===== config.mk =====
export PLATFORM = sky130hd
export DESIGN_NAME = controlador_pulsos
export DESIGN_NICKNAME = d
export VERILOG_FILES = /design/src/rtl/controlador_pulsos_pkg.sv /design/src/rtl/detector_borda.sv /design/src/rtl/controlador_pulsos.sv
export SDC_FILE = /design/constraint.sdc
export NUM_CORES = 1
export LEC_CHECK = 0
export ABC_CLOCK_PERIOD_IN_PS = 4500
export CELL_PAD_IN_SITES_DETAIL_PLACEMENT = 0
export CELL_PAD_IN_SITES_GLOBAL_PLACEMENT = 1
export CORE_ASPECT_RATIO = 1.2
export CORE_MARGIN = 2
export CORE_UTILIZATION = 38
export CTS_CLUSTER_SIZE = 12
export DETAILED_ROUTE_END_ITERATION = 16
export GPL_ROUTABILITY_DRIVEN = 0
export GPL_TIMING_DRIVEN = 0
export MAX_ROUTING_LAYER = met4
export PLACE_DENSITY = 0.77
export SLEW_MARGIN = 20
export SYNTH_ARGS = -nofsm -noshare
export SYNTH_HDL_FRONTEND = slang
export SYNTH_SLANG_ARGS = --single-unit

===== constraint.sdc =====
create_clock -name clk -period 4.5 [get_ports clk]
set_input_delay 0.45 -clock clk [delete_from_list [all_inputs] [get_ports clk]]
set_output_delay 0.45 -clock clk [all_outputs]
set_load 0.03 [all_outputs]

===== src/rtl/controlador_pulsos_pkg.sv =====
// Shared definitions for the button-pulse/LED sequencer: state encoding and helpers.
package controlador_pulsos_pkg;

    localparam int unsigned LARGURA_ESTADO = 2;

    typedef enum logic [LARGURA_ESTADO-1:0] {
        OCIOSO   = 2'd0,
        CONTANDO = 2'd1,
        ACESO    = 2'd2
    } estado_t;

    function automatic int unsigned max_u(input int unsigned a, input int unsigned b);
        return (a > b) ? a : b;
    endfunction

endpackage


===== src/rtl/detector_borda.sv =====
// Two-flop synchronizer plus previous-value register; emits a one-cycle rising-edge pulse.
module detector_borda (
    input  logic clk,
    input  logic reset,
    input  logic entrada,
    output logic borda_c
);

    logic sinc1_q, sinc2_q, anterior_q;
    logic sinc1_d, sinc2_d, anterior_d;

    always_comb begin
        sinc1_d    = entrada;
        sinc2_d    = sinc1_q;
        anterior_d = sinc2_q;
    end

    always_ff @(posedge clk or negedge reset) begin
        if (!reset) begin
            sinc1_q    <= 1'b0;
            sinc2_q    <= 1'b0;
            anterior_q <= 1'b0;
        end else begin
            sinc1_q    <= sinc1_d;
            sinc2_q    <= sinc2_d;
            anterior_q <= anterior_d;
        end
    end

    assign borda_c = sinc2_q & ~anterior_q;

endmodule


===== src/rtl/controlador_pulsos.sv =====
// Counts button edges against a latched target, lights the LED for a fixed hold,
// and times out on inactivity. One timer serves both the inactivity window and the hold.
module controlador_pulsos
    import controlador_pulsos_pkg::*;
#(
    parameter int unsigned LARGURA_ALVO   = 3,
    parameter int unsigned TIMEOUT_CICLOS = 1000,
    parameter int unsigned LED_CICLOS     = 50
) (
    input  logic                      clk,
    input  logic                      reset,
    input  logic                      habilitar,
    input  logic [LARGURA_ALVO-1:0]   alvo,
    input  logic                      botao,
    output logic                      led,
    output logic                      concluido,
    output logic                      expirou,
    output logic [LARGURA_ESTADO-1:0] estado_out,
    output logic [LARGURA_ALVO-1:0]   contador_out
);

    localparam int unsigned LARGURA_TIMER = $clog2(max_u(TIMEOUT_CICLOS, LED_CICLOS));

    estado_t                  estado_q, estado_d;
    logic [LARGURA_ALVO-1:0]  contador_q, contador_d;
    logic [LARGURA_ALVO-1:0]  alvo_q, alvo_d;
    logic [LARGURA_TIMER-1:0] timer_q, timer_d;
    logic                     led_q, led_d;
    logic                     concluido_q, concluido_d;
    logic                     expirou_q, expirou_d;
    logic                     borda_c;
    logic [LARGURA_ALVO-1:0]  contador_mais1_c;

    detector_borda u_detector_borda (
        .clk     (clk),
        .reset   (reset),
        .entrada (botao),
        .borda_c (borda_c)
    );

    assign contador_mais1_c = contador_q + LARGURA_ALVO'(1);

    always_comb begin
        estado_d    = estado_q;
        contador_d  = contador_q;
        alvo_d      = alvo_q;
        timer_d     = timer_q;
        led_d       = 1'b0;
        concluido_d = 1'b0;
        expirou_d   = 1'b0;

        case (estado_q)
            OCIOSO: begin
                contador_d = '0;
                timer_d    = '0;
                if (habilitar && (alvo != '0)) begin
                    alvo_d   = alvo;
                    estado_d = CONTANDO;
                end
            end

            // Priority: disable, then edge, then timeout.
            CONTANDO: begin
                if (!habilitar) begin
                    contador_d = '0;
                    timer_d    = '0;
                    estado_d   = OCIOSO;
                end else if (borda_c) begin
                    timer_d = '0;
                    if (contador_mais1_c == alvo_q) begin
                        concluido_d = 1'b1;
                        contador_d  = '0;
                        timer_d     = LARGURA_TIMER'(LED_CICLOS - 1);
                        led_d       = 1'b1;
                        estado_d    = ACESO;
                    end else begin
                        contador_d = contador_mais1_c;
                    end
                end else if (timer_q == LARGURA_TIMER'(TIMEOUT_CICLOS - 1)) begin
                    expirou_d  = 1'b1;
                    contador_d = '0;
                    timer_d    = '0;
                    estado_d   = OCIOSO;
                end else begin
                    timer_d = timer_q + LARGURA_TIMER'(1);
                end
            end

            // Hold counts down; button edges are deliberately not consulted here.
            ACESO: begin
                if (timer_q == '0) begin
                    if (habilitar && (alvo != '0)) begin
                        alvo_d   = alvo;
                        estado_d = CONTANDO;
                    end else begin
                        estado_d = OCIOSO;
                    end
                end else begin
                    led_d   = 1'b1;
                    timer_d = timer_q - LARGURA_TIMER'(1);
                end
            end

            default: begin
                contador_d = '0;
                timer_d    = '0;
                estado_d   = OCIOSO;
            end
        endcase
    end

    always_ff @(posedge clk or negedge reset) begin
        if (!reset) begin
            estado_q    <= OCIOSO;
            contador_q  <= '0;
            alvo_q      <= '0;
            timer_q     <= '0;
            led_q       <= 1'b0;
            concluido_q <= 1'b0;
            expirou_q   <= 1'b0;
        end else begin
            estado_q    <= estado_d;
            contador_q  <= contador_d;
            alvo_q      <= alvo_d;
            timer_q     <= timer_d;
            led_q       <= led_d;
            concluido_q <= concluido_d;
            expirou_q   <= expirou_d;
        end
    end

    assign led          = led_q;
    assign concluido    = concluido_q;
    assign expirou      = expirou_q;
    assign estado_out   = estado_q;
    assign contador_out = contador_q;

endmodule

==> run metrics <==
Port-buffer cells 14; Clk pwr share between 20% and 30%; Post-synth EDFFs 0; CP Cell Sequence inv_1 -> ha_1 -> or3b_1 -> buf_2 -> or4b_1 -> buf_6 -> a21oi_4 -> mux2_2; Buf+Inv Stages, Crit Path 3; CTS tree built; largest net degree at the start of global routing 25; pwr dens a little under 400 mW/mm2; CTS max path bufs 2; Worst VDD drop roughly 0.00022 V; initial antenna violation count 0; first-pass GRT wire length between 5000 and 6000 um; fillers about 360; Critical Path RT approximately 4.7 ns; Clk Latency, worst-skew pair between 0.2 and 0.3 ns; global route overflow 0; Hold Crit Class in2async; Worst-path clk slew ~0.090 ns; Seq pwr share 38.1%; post-cts hold buffer count 0; status finished clean; Final Max Slew Viols 0; Largest stage delay, worst path 0.54 ns; synth unique cells 45; Via density 5.56; # diodes 0; post-synthesis average cell area just under 10 um2; Critical Path Fanout Max 6; sequential area share after synthesis 40.2%; commonest cells in the netlist dfrtp_1, nor3_1, nor2_1; drt pass-1 iters 4; count leader, synth dfrtp_1; Crit. path cell count 8; Worst Skew roughly 0.0076 ns; Net count, final around 190; Storage cell area approximately 600 um2; Layout Utilization 47.8%; drt wl/cell between 10 and 15 um; Die X slightly above 60 um; Initial Util ~40%; #FFs+latches synth 24; Most used DFF post-synth dfrtp_1; IO Count 15; DPL Wire Length ~2400 um; clk root buf clkbuf_8; Post-Synthesis Cells roughly 150; total power between 700 and 800 uW; fraction of layout cells with a size suffix above 1 between 10% and 20%; gr usage total ~17%; Fin Setup TNS 0 ns; largest area contributor in the netlist dfrtp_1; post-cts resize count 0; CP max stage cell or4b_1; kind of cell adding the most delay to the critical path simple AND/OR/NAND/NOR gates; initial drt markers 54; Layout area overhead 18.2%; Core Region around 0.0037 mm2; Max-Cap Viols 0; RSZ-0062 raised after global routing no; net switching power 232 uW; Fmax a little under 0.4 GHz; Tmin final roughly 2.6 ns; Num CTS Buffers 3; # setup viols final 0; area share of the largest cell type after synthesis about two fifths; cells on worst reg2reg path 8; area of the die about 0.0044 mm2; startpoint types flip-flop; DR vias 1,240; Slew @ Worst Pin ~0.64 ns; Gate power share between 30% and 40%; Setup CP Type reg2reg; total wire length roughly 3300 um; Internal about 470 uW; asr flop ratio synth 100%; Antenna Nets Post-Route 0; CTS H-tree depth 1; Crit path arrival time 2.71 ns; clk sink count 24; sw frac ~33%; Final Hold Fails 0; Synth Cell Area 0.00149 mm2; Mapped Nets approximately 170; top cells by area, synth dfrtp_1, ha_1, nor3_1; Synth warnings 0; Multi-input gate area between 800 and 900 um2; Rows 24; Vert. Die Dim ~73 um; number of global-route vias before repair approximately 1,300; Worst Setup End Kind flip-flop; ratio of final minimum period to clock period 56.9%; DRC Markers 0; slew margin rel. between 50% and 60%; leakage 0.733 nW; Post-CTS Setup Bufs 0
## per-layer routing
metal	vias to the layer above	part of all wire [%]	global-route usage, %
met3	4	3.4	2.66
li1	595	-	-
met1	610	42	19.0
met5	-	0	-
met4	0	0.95	6.76
met2	31	53	29.3
## worst register-to-register path, delay by kind of cell, from the launching register on
kind / cells / cell delay [ns]
AND/OR/NAND/NOR: 2 / 0.88
flip-flops: 1 / 0.44
buffers and inverters: 3 / 0.42
multiplexers: 1 / 0.35
adder cells (fa/ha/maj): 1 / 0.19
AO/OA/AOI/OAI: 1 / 0.16
## kinds of logic (layout without fill, tap and decap cells)
logic type	count (synthesis)	count (layout)	synth area share, %
flops	24	24	40.2
xor+xnor	9	9	6.29
fa+ha+maj	7	7	5.87
mux	5	5	3.69
compound gates	37	37	18.8
buf+inv	16	34	5.87
simple gates	55	55	19.3
## power groups by stage
stage	clock network, mW	registers (mW)	logic (mW)
global placement	0	0.271	0.245
floorplan	0	0.279	0.172
CTS	0.195	0.268	0.250
detailed placement	0	0.272	0.249
global route	0.204	0.271	0.274
finish	0.187	0.267	0.247
## stage by stage
stage	cell area, um2	std cells	hold slack (ns)	setup WS [ns]
after global routing	1760	223	0.196	1.79
after CTS	1760	223	0.178	1.93
after detailed placement	1690	219	0.342	1.97
final	1760	223	0.154	1.94
after global placement	1700	219	0.335	1.99
after floorplan	1490	153	0.154	2.12
## registers in the layout, summed over array words and instances (netlist names), 2 cells and up
signal,cells
estado_out,2
alvo_q,3
timer_q,10
contador_out,3
## layout by cell type, fill, tap and decap left out, types with 5 or more instances in the layout
master and instances:
inv_1 8, a21oi_1 5, clkdlybuf4s50_1 13, dfrtp_1 24, ha_1 7, nand2_1 8
nor2_1 10, xnor2_1 5, nand3_1 9, nor3_1 15
## layout make-up
cell class	count	area share (%)
Buffer	8	3.26
Clock buffer	3	2.34
Clock inverter	1	1.70
Inverter	8	1.70
Multi-Input combinational cell	113	45.6
Sequential cell	24	34.0
Tap cell	52	3.69
Timing Repair Buffer	14	7.66
## final timing paths
check,from,slack (ns),to
max,timer_q[0],1.94,alvo_q[0]
min reg2reg,u_detector_borda.sinc1_q,0.36,u_detector_borda.anterior_d
max reg2reg,timer_q[0],1.94,alvo_q[0]
min,reset,0.15,timer_q[6]
max in group asynchronous,reset,3.99,timer_q[2]
min in group clk,u_detector_borda.sinc1_q,0.36,u_detector_borda.anterior_d
Note: power is estimated with default switching activity, not from simulation.
